`config.mk`:
```
export PLATFORM = sky130hd
export DESIGN_NAME = pattern_sweep_misr
export DESIGN_NICKNAME = d
export VERILOG_FILES = /design/src/rtl/pattern_sweep_misr_pkg.sv /design/src/rtl/pattern_sweep_misr_misr_reg.sv /design/src/rtl/pattern_sweep_misr.sv
export SDC_FILE = /design/constraint.sdc
export NUM_CORES = 1
export LEC_CHECK = 0
export BUFFER_PORTS_ARGS = -buffer_cell sky130_fd_sc_hd__buf_2
export CAP_MARGIN = 10
export CORE_MARGIN = 1.5
export CORE_UTILIZATION = 47
export DETAILED_ROUTE_END_ITERATION = 16
export PLACE_DENSITY = 0.78
export SLEW_MARGIN = 20
export SYNTH_ARGS = -nofsm -noshare
export SYNTH_HDL_FRONTEND = slang
export SYNTH_SLANG_ARGS = --single-unit
```
`constraint.sdc`:
```
create_clock -name clk -period 1.87 [get_ports clk]
set_input_delay 0.2805 -clock clk [delete_from_list [all_inputs] [get_ports clk]]
set_output_delay 0.2805 -clock clk [all_outputs]
set_load 0.1 [all_outputs]
```
`src/rtl/pattern_sweep_misr_pkg.sv`:
```
`default_nettype none
// ============================================================================
// Module      : pattern_sweep_misr_pkg
// Description : Shared types and constants for the pattern sweep / MISR
//               response compactor: sweep FSM state encoding and the default
//               MISR feedback polynomial.
// Revision    : 1.0 - initial release
// ============================================================================
package pattern_sweep_misr_pkg;

  typedef enum logic [1:0] {
    ST_IDLE  = 2'd0,
    ST_DRIVE = 2'd1,
    ST_DRAIN = 2'd2,
    ST_DONE  = 2'd3
  } state_t;

  // CCITT-style taps; applied when the bit shifted out of the MSB is 1.
  localparam logic [15:0] c_default_misr_poly = 16'h1021;

endpackage : pattern_sweep_misr_pkg
`default_nettype wire

```
`src/rtl/pattern_sweep_misr_misr_reg.sv`:
```
`default_nettype none
// ============================================================================
// Module      : misr_reg
// Description : Multiple-input signature register. Shifts left, folds POLY in
//               when the outgoing MSB is set, and XORs the parallel input.
// Ports       : clk, rst      - clock, synchronous active-high reset (-> SEED)
//               i_clr         - synchronous reload of SEED
//               i_en          - absorb i_din this cycle
//               i_din         - parallel data to compact
//               o_sig         - current signature
//               o_sig_next    - value the register takes on the next edge
//                               (ignoring rst/i_clr)
// Revision    : 1.0 - initial release
// ============================================================================
module misr_reg
  import pattern_sweep_misr_pkg::*;
#(
  parameter int               SIG_W = 16,
  parameter logic [SIG_W-1:0] POLY  = SIG_W'(c_default_misr_poly),
  parameter logic [SIG_W-1:0] SEED  = '0
) (
  input  logic             clk,
  input  logic             rst,
  input  logic             i_clr,
  input  logic             i_en,
  input  logic [SIG_W-1:0] i_din,
  output logic [SIG_W-1:0] o_sig,
  output logic [SIG_W-1:0] o_sig_next
);

  logic [SIG_W-1:0] r_sig;
  logic [SIG_W-1:0] w_absorbed;

  always_comb begin
    w_absorbed = {r_sig[SIG_W-2:0], 1'b0} ^ (r_sig[SIG_W-1] ? POLY : '0) ^ i_din;
    o_sig_next = i_en ? w_absorbed : r_sig;
  end

  always_ff @(posedge clk) begin
    if (rst || i_clr) begin
      r_sig <= SEED;
    end else if (i_en) begin
      r_sig <= w_absorbed;
    end
  end

  assign o_sig = r_sig;

endmodule : misr_reg
`default_nettype wire

```
`src/rtl/pattern_sweep_misr.sv`:
```
`default_nettype none
// ============================================================================
// Module      : pattern_sweep_misr
// Description : Exhaustive stimulus / signature stage for a combinational
//               netlist. Drives patterns 0..2^NUM_PI-1 on pi (one per cycle),
//               compacts the po responses (DUT_LAT cycles later) into a MISR,
//               and compares the final signature with expected_sig.
// Ports       : clk, rst       - clock, synchronous active-high reset
//               start          - launch a sweep (honoured in IDLE/DONE only)
//               expected_sig   - golden signature, sampled on DONE entry
//               pi / po        - netlist stimulus / response
//               busy, done     - sweep in progress / sweep complete
//               pass           - signature matched, valid while done
//               signature      - current MISR value
//               pattern_count  - responses absorbed so far
// Revision    : 1.0 - initial release
// ============================================================================
module pattern_sweep_misr
  import pattern_sweep_misr_pkg::*;
#(
  parameter int               NUM_PI    = 4,
  parameter int               NUM_PO    = 4,
  parameter int               SIG_W     = 16,
  parameter logic [SIG_W-1:0] MISR_POLY = SIG_W'(c_default_misr_poly),
  parameter logic [SIG_W-1:0] MISR_SEED = '0,
  parameter int               DUT_LAT   = 0
) (
  input  logic              clk,
  input  logic              rst,
  input  logic              start,
  input  logic [SIG_W-1:0]  expected_sig,
  output logic [NUM_PI-1:0] pi,
  input  logic [NUM_PO-1:0] po,
  output logic              busy,
  output logic              done,
  output logic              pass,
  output logic [SIG_W-1:0]  signature,
  output logic [NUM_PI:0]   pattern_count
);

  localparam int              c_cnt_w      = NUM_PI + 1;
  localparam logic [NUM_PI:0] c_last       = c_cnt_w'((1 << NUM_PI) - 1);
  localparam logic [2:0]      c_drain_init = 3'((DUT_LAT > 0) ? (DUT_LAT - 1) : 0);

  state_t            r_state;
  logic [NUM_PI:0]   r_cnt;
  logic [NUM_PI-1:0] r_pi;
  logic [2:0]        r_drain;
  logic              r_busy;
  logic              r_done;
  logic              r_pass;
  logic [NUM_PI:0]   r_pcount;

  logic              w_start_sweep;
  logic              w_absorb;
  logic              w_match;
  logic [SIG_W-1:0]  w_po_ext;
  logic [SIG_W-1:0]  w_sig;
  logic [SIG_W-1:0]  w_sig_next;

  assign w_start_sweep = start && ((r_state == ST_IDLE) || (r_state == ST_DONE));

  always_comb begin
    w_po_ext             = '0;
    w_po_ext[NUM_PO-1:0] = po;
  end

  // The last response is absorbed on the same edge that enters DONE, so the
  // comparison looks at the post-absorb value.
  assign w_match = (w_sig_next == expected_sig);

  // Valid tag follows each driven pattern through the netlist latency.
  generate
    if (DUT_LAT == 0) begin : g_lat0
      assign w_absorb = (r_state == ST_DRIVE);
    end else begin : g_latn
      logic [DUT_LAT-1:0] r_vpipe;
      always_ff @(posedge clk) begin
        if (rst || w_start_sweep) begin
          r_vpipe <= '0;
        end else begin
          r_vpipe <= (r_vpipe << 1) | DUT_LAT'(r_state == ST_DRIVE);
        end
      end
      assign w_absorb = r_vpipe[DUT_LAT-1];
    end
  endgenerate

  misr_reg #(
    .SIG_W (SIG_W),
    .POLY  (MISR_POLY),
    .SEED  (MISR_SEED)
  ) u_misr (
    .clk        (clk),
    .rst        (rst),
    .i_clr      (w_start_sweep),
    .i_en       (w_absorb),
    .i_din      (w_po_ext),
    .o_sig      (w_sig),
    .o_sig_next (w_sig_next)
  );

  always_ff @(posedge clk) begin
    if (rst || w_start_sweep) begin
      r_pcount <= '0;
    end else if (w_absorb) begin
      r_pcount <= r_pcount + 1'b1;
    end
  end

  always_ff @(posedge clk) begin
    if (rst) begin
      r_state <= ST_IDLE;
      r_cnt   <= '0;
      r_pi    <= '0;
      r_drain <= '0;
      r_busy  <= 1'b0;
      r_done  <= 1'b0;
      r_pass  <= 1'b0;
    end else begin
      unique case (r_state)
        ST_IDLE, ST_DONE: begin
          if (start) begin
            r_state <= ST_DRIVE;
            r_cnt   <= '0;
            r_pi    <= '0;
            r_busy  <= 1'b1;
            r_done  <= 1'b0;
            r_pass  <= 1'b0;
          end
        end
        ST_DRIVE: begin
          r_cnt <= r_cnt + 1'b1;
          if (r_cnt == c_last) begin
            // pi keeps the last pattern while the pipeline empties.
            r_drain <= c_drain_init;
            if (DUT_LAT > 0) begin
              r_state <= ST_DRAIN;
            end else begin
              r_state <= ST_DONE;
              r_busy  <= 1'b0;
              r_done  <= 1'b1;
              r_pass  <= w_match;
            end
          end else begin
            r_pi <= NUM_PI'(r_cnt + 1'b1);
          end
        end
        ST_DRAIN: begin
          if (r_drain == 3'd0) begin
            r_state <= ST_DONE;
            r_busy  <= 1'b0;
            r_done  <= 1'b1;
            r_pass  <= w_match;
          end else begin
            r_drain <= r_drain - 3'd1;
          end
        end
        default: r_state <= ST_IDLE;
      endcase
    end
  end

  assign pi            = r_pi;
  assign busy          = r_busy;
  assign done          = r_done;
  assign pass          = r_pass;
  assign signature     = w_sig;
  assign pattern_count = r_pcount;

endmodule : pattern_sweep_misr
`default_nettype wire

```
==> summary.json, run 1 <==
{
  "placement": {
    "port_buffers": 50,
    "detailedPlacementHpwl_um": 2980,
    "place.gp.congestion": 0.822,
    "placed_cells": 309
  },
  "timing": {
    "final_max_slew_viol_count": 0,
    "slew_headroom_pct": 67.1,
    "layout_worst_path_cycle_share_pct": 95.3,
    "maxClockFrequency_mhz": 561,
    "setup-violations-final": 0,
    "timing.setup.tns_ns": 0,
    "transition_time_at_the_pin_with_the_least_slew_margin_ns": 0.497,
    "worst_clock_skew_ns": 0.00445,
    "finalCriticalPeriod_ns": 1.78,
    "hold_viol": 0,
    "hold_slack_final_ns": 0.357
  },
  "route": {
    "route.vias.total": 1627,
    "drtIter0Drc": 56,
    "detailed_route_drc_error_count": 0,
    "routed_via_density": 5.05,
    "drt.antenna.violating_nets": 0,
    "route.detailed.wl_per_inst_um": 13.0,
    "routed_wirelength_um": 4200,
    "detail_route.first_pass.iterations": 4
  },
  "setup_path": {
    "regToRegEndpoint": "pass",
    "reg2reg_setup_slack_ns": 0.09,
    "worst_r2r_path_depth": 8,
    "worst-endpoint-arrival_ns": 1.99,
    "critical_path_class": "flip-flop to flip-flop",
    "worstSetupStartpointType": "flip-flop",
    "r2r-start": "r_state[1]",
    "max_stage_delay_on_crit_path_ns": 0.37,
    "timing.critical_path.required_ns": 2.08,
    "critical_path.slowest_cell": "sky130_fd_sc_hd__dfxtp_4",
    "worstPathMaxFanout": 7,
    "critPathBufInv": 3,
    "critical-path-top-delay-family": "flip-flops",
    "end_kind": "flip-flop",
    "crit_path_cell_trace": "inv_4, ha_4, buf_6, buf_4, mux2i_4, xor2_1, nand4_1, o32ai_2"
  },
  "clock_network": {
    "cts_tree": "built",
    "cts_max_path_buffers": 2,
    "cts_inserted_buffers": 5,
    "cts.root.buffer_cell": "sky130_fd_sc_hd__clkbuf_8",
    "htreeDepth": 2,
    "cts_hold_repair.buffers": 0,
    "cts.reportedPaths.clkPinSlew_ns": 0.07,
    "clock_sink_count": 37,
    "clock_insertion_delay_worst_skew_ns": 0.29
  },
  "floorplan": {
    "design.die.area_um2": 4480,
    "core.rowCount": 23,
    "io_pins": 51,
    "initial_utilization_pct": 48.3,
    "die_w_um": 66.9,
    "die_h_um": 66.9,
    "coreArea_um2": 3970
  },
  "global_routing": {
    "globalRoute.totalOverflow": 0,
    "pin_count_of_the_biggest_net_entering_global_routing": 22,
    "first_pass_grt_wire_length_um": 6380,
    "grtUsageTotal_pct": 19.0,
    "number_of_global_route_vias_before_repair": 1435,
    "grt_antenna_before_repair": 0
  },
  "finish": {
    "fin_util_pct": 62.7,
    "drive_above_1_share_pct": 37.1,
    "n_antenna_cell": 0,
    "layout.filler_cells": 323,
    "instances_no_fill": 322,
    "most_common_cell_after_layout_fill_and_taps_aside": "sky130_fd_sc_hd__buf_2",
    "nets_finish": 303,
    "syn2layout_area_growth_pct": 29.7,
    "layout_common_cells": "50 x sky130_fd_sc_hd__buf_2, 39 x sky130_fd_sc_hd__nor2_1, 23 x sky130_fd_sc_hd__dfxtp_1, 18 x sky130_fd_sc_hd__xnor2_1, 17 x sky130_fd_sc_hd__mux2i_1"
  },
  "synthesis": {
    "yosysSeqAreaShare_pct": 38.6,
    "post-synth-top-area-cell": "sky130_fd_sc_hd__dfxtp_1",
    "yosysWarnings": 0,
    "ys_seq_elements": 37,
    "netlist_top_cells_area": "sky130_fd_sc_hd__dfxtp_1 39%, sky130_fd_sc_hd__mux2i_1 12%, sky130_fd_sc_hd__xnor2_1 8.2%, sky130_fd_sc_hd__nor2_1 7.8%, sky130_fd_sc_hd__xor2_1 6.8%",
    "postSynthAreaPerCell_um2": 9.10,
    "synth.distinct_cells": 30,
    "synth_fp_nets": 242,
    "fraction_of_synthesized_cell_area_taken_by_the_top_area_cell_type_pct": 38.6,
    "synthesis.area_um2": 1920,
    "synthesized_instance_count": 211
  },
  "power_and_ir_drop": {
    "p_per_area_nw_per_um2": 1120,
    "total_power_mw": 2.78,
    "static-leakage-power_nw": 1.11,
    "ir_drop_v": 0.000705
  },
  "worst_hold_path": {
    "hold_depth": 4,
    "hold_end": "pass",
    "min_from": "expected_sig[1]",
    "worst_hold_path_type": "input pin to flip-flop"
  },
  "status": {
    "outcome": "finished, final reports clean"
  },
  "flow_run": {
    "drv_cap": 0
  }
}
-- worst min-delay path, cell delays in order --
cell and delay (ns):
sky130_fd_sc_hd__buf_2 0.09, sky130_fd_sc_hd__xor2_1 0.06, sky130_fd_sc_hd__nand4_1 0.09, sky130_fd_sc_hd__o32ai_2 0.08
-- final cells by class --
| class | count | area, um2 | area share, % |
|---|---|---|---|
| sequential | 37 | 761 | 30.6 |
| tap | 50 | 62.6 | 2.51 |
| timing repair buffer | 64 | 363 | 14.6 |
| clock buffer | 7 | 86.3 | 3.47 |
| multi-input combinational | 156 | 1180 | 47.6 |
| inverter | 8 | 32.5 | 1.31 |
-- flip-flops by register name, summed over array words and instances, names as in the netlist --
signal         flops
u_misr.o_sig      16
pattern_count      5
r_cnt              5
pi                 4
r_drain            3
r_state            2
busy               1
pass               1
-- metal layers --
layer	track usage, %	share of wire [%]	wire length [um]	up-vias
li1	-	-	-	820
met1	23.9	46	1930	765
met2	31.6	48	2030	37
met3	5.74	4.7	199	5
met4	4.59	0.81	34	0
met5	0	0	0	-
-- cell usage after synthesis --
master / instances
sky130_fd_sc_hd__nor2_1: 40
sky130_fd_sc_hd__dfxtp_1: 37
sky130_fd_sc_hd__mux2i_1: 23
sky130_fd_sc_hd__xnor2_1: 18
sky130_fd_sc_hd__xor2_1: 15
sky130_fd_sc_hd__ha_1: 8
sky130_fd_sc_hd__inv_1: 8
sky130_fd_sc_hd__a21oi_1: 7
sky130_fd_sc_hd__nand2_1: 6
sky130_fd_sc_hd__clkbuf_1: 5
sky130_fd_sc_hd__buf_2: 4
sky130_fd_sc_hd__nand4_1: 4
sky130_fd_sc_hd__nor2b_1: 4
sky130_fd_sc_hd__nor3_1: 4
sky130_fd_sc_hd__o21ai_0: 4
sky130_fd_sc_hd__a211oi_1: 3
sky130_fd_sc_hd__nand2b_1: 3
sky130_fd_sc_hd__nand3_1: 3
sky130_fd_sc_hd__a21o_1: 2
sky130_fd_sc_hd__and3_1: 2
sky130_fd_sc_hd__nand3b_1: 2
sky130_fd_sc_hd__a211o_1: 1
sky130_fd_sc_hd__a32oi_1: 1
sky130_fd_sc_hd__and2_1: 1
sky130_fd_sc_hd__buf_6: 1
sky130_fd_sc_hd__mux2i_2: 1
sky130_fd_sc_hd__nor4_2: 1
sky130_fd_sc_hd__o211ai_1: 1
sky130_fd_sc_hd__o31a_1: 1
sky130_fd_sc_hd__o32ai_2: 1
-- repair_timing --
action,CTS,global route
endpoints found under the setup margin,0,3
resized for setup,0,18
buffers inserted,0,6
hold endpoints to repair,0,0
-- worst max path at each step --
stage	from	endpoint	cells after the start
finish	r_state[1]	pass	8
global route	r_state[1]	pass	7
global placement	r_state[0]	pass	6
floorplan	u_misr.o_sig[7]	pass	4
detailed placement	r_state[0]	pass	6
CTS	r_state[0]	pass	6
-- logic make-up after synthesis --
kind of cell / after synthesis / synth area share, %
AO/OA/AOI/OAI: 21 / 7.43
XOR/XNOR: 33 / 15.1
adder cells (fa/ha/maj): 8 / 5.22
buffers and inverters: 18 / 4.17
flip-flops: 37 / 38.6
multiplexers: 24 / 12.7
AND/OR/NAND/NOR: 70 / 16.8
-- power by group --
part | switching, mW | leakage, nW | internal [mW]
sequential | 0.0707 | 0.307 | 0.860
clock | 0.278 | 0.0443 | 0.293
combinational | 0.817 | 0.756 | 0.459
-- stage by stage --
step	setup slack [ns]	instance area [um2]
final	0.0876	2490
after global routing	-0.0112	2490
after CTS	0.00864	2370
after detailed placement	0.0389	2280
after global placement	0.0411	2280
after floorplan	0.00285	1960
Note: power is estimated with default switching activity, not from simulation.
==> inputs of run 2 (changes only) <==
--- a/config.mk
+++ b/config.mk
@@ -8,9 +8,9 @@
 export BUFFER_PORTS_ARGS = -buffer_cell sky130_fd_sc_hd__buf_2
 export CAP_MARGIN = 10
 export CORE_MARGIN = 1.5
-export CORE_UTILIZATION = 47
+export CORE_UTILIZATION = 50
 export DETAILED_ROUTE_END_ITERATION = 16
-export PLACE_DENSITY = 0.78
+export PLACE_DENSITY = 0.79
 export SLEW_MARGIN = 20
 export SYNTH_ARGS = -nofsm -noshare
 export SYNTH_HDL_FRONTEND = slang
==> constraint.sdc (replaced) <==
create_clock -name clk -period 2.2 [get_ports clk]
set_input_delay 0.33 -clock clk [delete_from_list [all_inputs] [get_ports clk]]
set_output_delay 0.33 -clock clk [all_outputs]
set_load 0.1 [all_outputs]
==> summary.json, run 2 (synthesized netlist as in run 1, its figures left out) <==
{
  "global_routing": {
    "pin_count_of_the_biggest_net_entering_global_routing": 22,
    "first_pass_grt_wire_length_um": 6680,
    "globalRoute.totalOverflow": 0,
    "grtUsageTotal_pct": 20.6,
    "grt_antenna_before_repair": 0,
    "number_of_global_route_vias_before_repair": 1527
  },
  "placement": {
    "port_buffers": 50,
    "placed_cell_area_um2": 2220,
    "place.gp.congestion": 0.801,
    "post_placement_worst_setup_slack_ns": 0.270,
    "detailedPlacementHpwl_um": 2830
  },
  "setup_path": {
    "timing.critical_path.required_ns": 2.37,
    "reg2reg_setup_slack_ns": 0.21,
    "crit_path_cell_trace": "ha_1, and3_1, ha_1, nand2b_1, o21ai_0, nor2_1, mux2i_1, nor2_1",
    "regToRegEndpoint": "r_state[1]",
    "r2r-start": "r_cnt[0]",
    "critical-path-top-delay-family": "simple AND/OR/NAND/NOR gates",
    "critical_path.slowest_cell": "sky130_fd_sc_hd__dfxtp_1",
    "critPathBufInv": 0,
    "worst_r2r_path_depth": 8,
    "worstPathMaxFanout": 5,
    "critical_path_class": "flip-flop to flip-flop",
    "worst-endpoint-arrival_ns": 2.16,
    "max_stage_delay_on_crit_path_ns": 0.39,
    "worstSetupStartpointType": "flip-flop",
    "end_kind": "flip-flop"
  },
  "floorplan": {
    "die_w_um": 65.0,
    "core.rowCount": 22,
    "initial_utilization_pct": 52.4,
    "coreArea_um2": 3660,
    "design.die.area_um2": 4220,
    "die_h_um": 65.0,
    "io_pins": 51
  },
  "route": {
    "drtIter0Drc": 81,
    "met3_length_um": 158,
    "route.detailed.wl_per_inst_um": 12.1,
    "routed_wirelength_um": 3790,
    "routed.top_layer": "met4",
    "routed_via_density": 5.00,
    "met1Wirelength_um": 1780,
    "wl_met2_um": 1800,
    "detailed_route_drc_error_count": 0,
    "detail_route.first_pass.iterations": 4,
    "route.vias.total": 1561,
    "drt.antenna.violating_nets": 0
  },
  "clock_network": {
    "cts_resized": 0,
    "clock_sink_count": 37,
    "cts_inserted_buffers": 5,
    "clock_insertion_delay_worst_skew_ns": 0.29,
    "cts_post_setup_buffers_inserted": 0,
    "cts_tree": "built",
    "cts_max_path_buffers": 2,
    "htreeDepth": 2,
    "cts.root.buffer_cell": "sky130_fd_sc_hd__clkbuf_8",
    "cts_hold_repair.buffers": 0,
    "cts.reportedPaths.clkPinSlew_ns": 0.07
  },
  "finish": {
    "final_area_um2": 2320,
    "syn2layout_area_growth_pct": 20.9,
    "layout_common_cells": "50 x sky130_fd_sc_hd__buf_2, 40 x sky130_fd_sc_hd__nor2_1, 36 x sky130_fd_sc_hd__dfxtp_1, 23 x sky130_fd_sc_hd__mux2i_1, 18 x sky130_fd_sc_hd__xnor2_1",
    "n_antenna_cell": 0,
    "drive_above_1_share_pct": 25.4,
    "nets_finish": 294,
    "number_of_flip_flops_under_the_largest_register_name": 16,
    "most_common_cell_after_layout_fill_and_taps_aside": "sky130_fd_sc_hd__buf_2"
  },
  "timing": {
    "layout_worst_path_cycle_share_pct": 90.5,
    "slew_headroom_pct": 67.3,
    "maxClockFrequency_mhz": 502,
    "rsz0062_at_grt": "no",
    "final_max_slew_viol_count": 0,
    "transition_time_at_the_pin_with_the_least_slew_margin_ns": 0.494,
    "timing.setup.tns_ns": 0,
    "setup-violations-final": 0,
    "finalCriticalPeriod_ns": 1.99,
    "worst_slack_ns": 0.209,
    "worst_clock_skew_ns": 0.00184,
    "hold_viol": 0
  },
  "flow_run": {
    "drv_cap": 0
  },
  "power_and_ir_drop": {
    "p_comb_share_pct": 41.7,
    "ir_drop_v": 0.000798,
    "p_per_area_nw_per_um2": 956,
    "p_sw_share_pct": 41.6,
    "share_seq_of_total_power_pct": 35.1,
    "clkPwrFrac_pct": 23.3,
    "net-switching-power_uw": 923,
    "static-leakage-power_nw": 1.06,
    "cellInternalPower_mw": 1.29
  },
  "worst_hold_path": {
    "min_from": "expected_sig[1]",
    "hold_depth": 4,
    "hold_end": "pass",
    "worst_hold_path_type": "input pin to flip-flop"
  },
  "status": {
    "outcome": "finished, final reports clean"
  }
}
==> run 2: cell count changes in the layout (fill, tap and decap cells not counted), moves of 2 or more <==
cell	before	now
sky130_fd_sc_hd__buf_6	2	0
sky130_fd_sc_hd__dfxtp_1	23	36
sky130_fd_sc_hd__mux2i_1	17	23
sky130_fd_sc_hd__ha_4	2	0
sky130_fd_sc_hd__ha_1	6	8
sky130_fd_sc_hd__buf_4	12	5
sky130_fd_sc_hd__mux2i_4	2	0
sky130_fd_sc_hd__mux2i_2	5	1
sky130_fd_sc_hd__dfxtp_2	13	1
==> run 2: area by class of cell <==
cell class,instances,area (um2)
well taps,48,60.1
clock buffers,7,96.3
multi-input cells,156,1100
flip-flops and latches,37,742
fillers,335,1340
clock inverters,1,5.00
repair buffers,55,288
inverters,8,30.0
==> run 2: tightest hold or removal path, stage by stage <==
cell and delay (ns):
sky130_fd_sc_hd__buf_2 0.08, sky130_fd_sc_hd__xor2_1 0.06, sky130_fd_sc_hd__nand4_1 0.08, sky130_fd_sc_hd__o32ai_2 0.07
==> run 2: metal layers <==
layer,track usage [%],vias up
met2,33.4,32
met1,25.5,720
met3,6.08,5
li1,-,804
met4,8.24,0
met5,0,-
==> run 2: worst max-delay path by stage <==
stage	end	start	slack, ns	cells past startpoint
after detailed placement	r_state[1]	r_cnt[0]	0.27	8
after global routing	r_state[1]	r_cnt[0]	0.02	8
after global placement	pass	r_state[1]	0.32	7
final	r_state[1]	r_cnt[0]	0.21	8
after floorplan	pi[0]	r_state[1]	0.01	7
after CTS	r_state[1]	r_cnt[0]	0.23	8
==> run 2: stage by stage <==
step | util [%] | cells | power [mW] | hold slack [ns]
floorplan | - | 211 | 1.55 | 0.494
global placement | 60.6 | 304 | 1.71 | 0.463
detailed placement | 60.6 | 304 | 1.72 | 0.480
CTS | 63.4 | 312 | 2.24 | 0.378
global route | 63.4 | 312 | 2.35 | 0.401
finish | 63.4 | 312 | 2.22 | 0.382
==> run 2: power groups by stage <==
stage | registers [mW] | clock network (mW) | logic (mW)
after floorplan | 1.08 | 0 | 0.470
after global placement | 0.791 | 0 | 0.918
after detailed placement | 0.792 | 0 | 0.924
after CTS | 0.778 | 0.535 | 0.928
after global routing | 0.786 | 0.566 | 0.997
final | 0.778 | 0.516 | 0.924
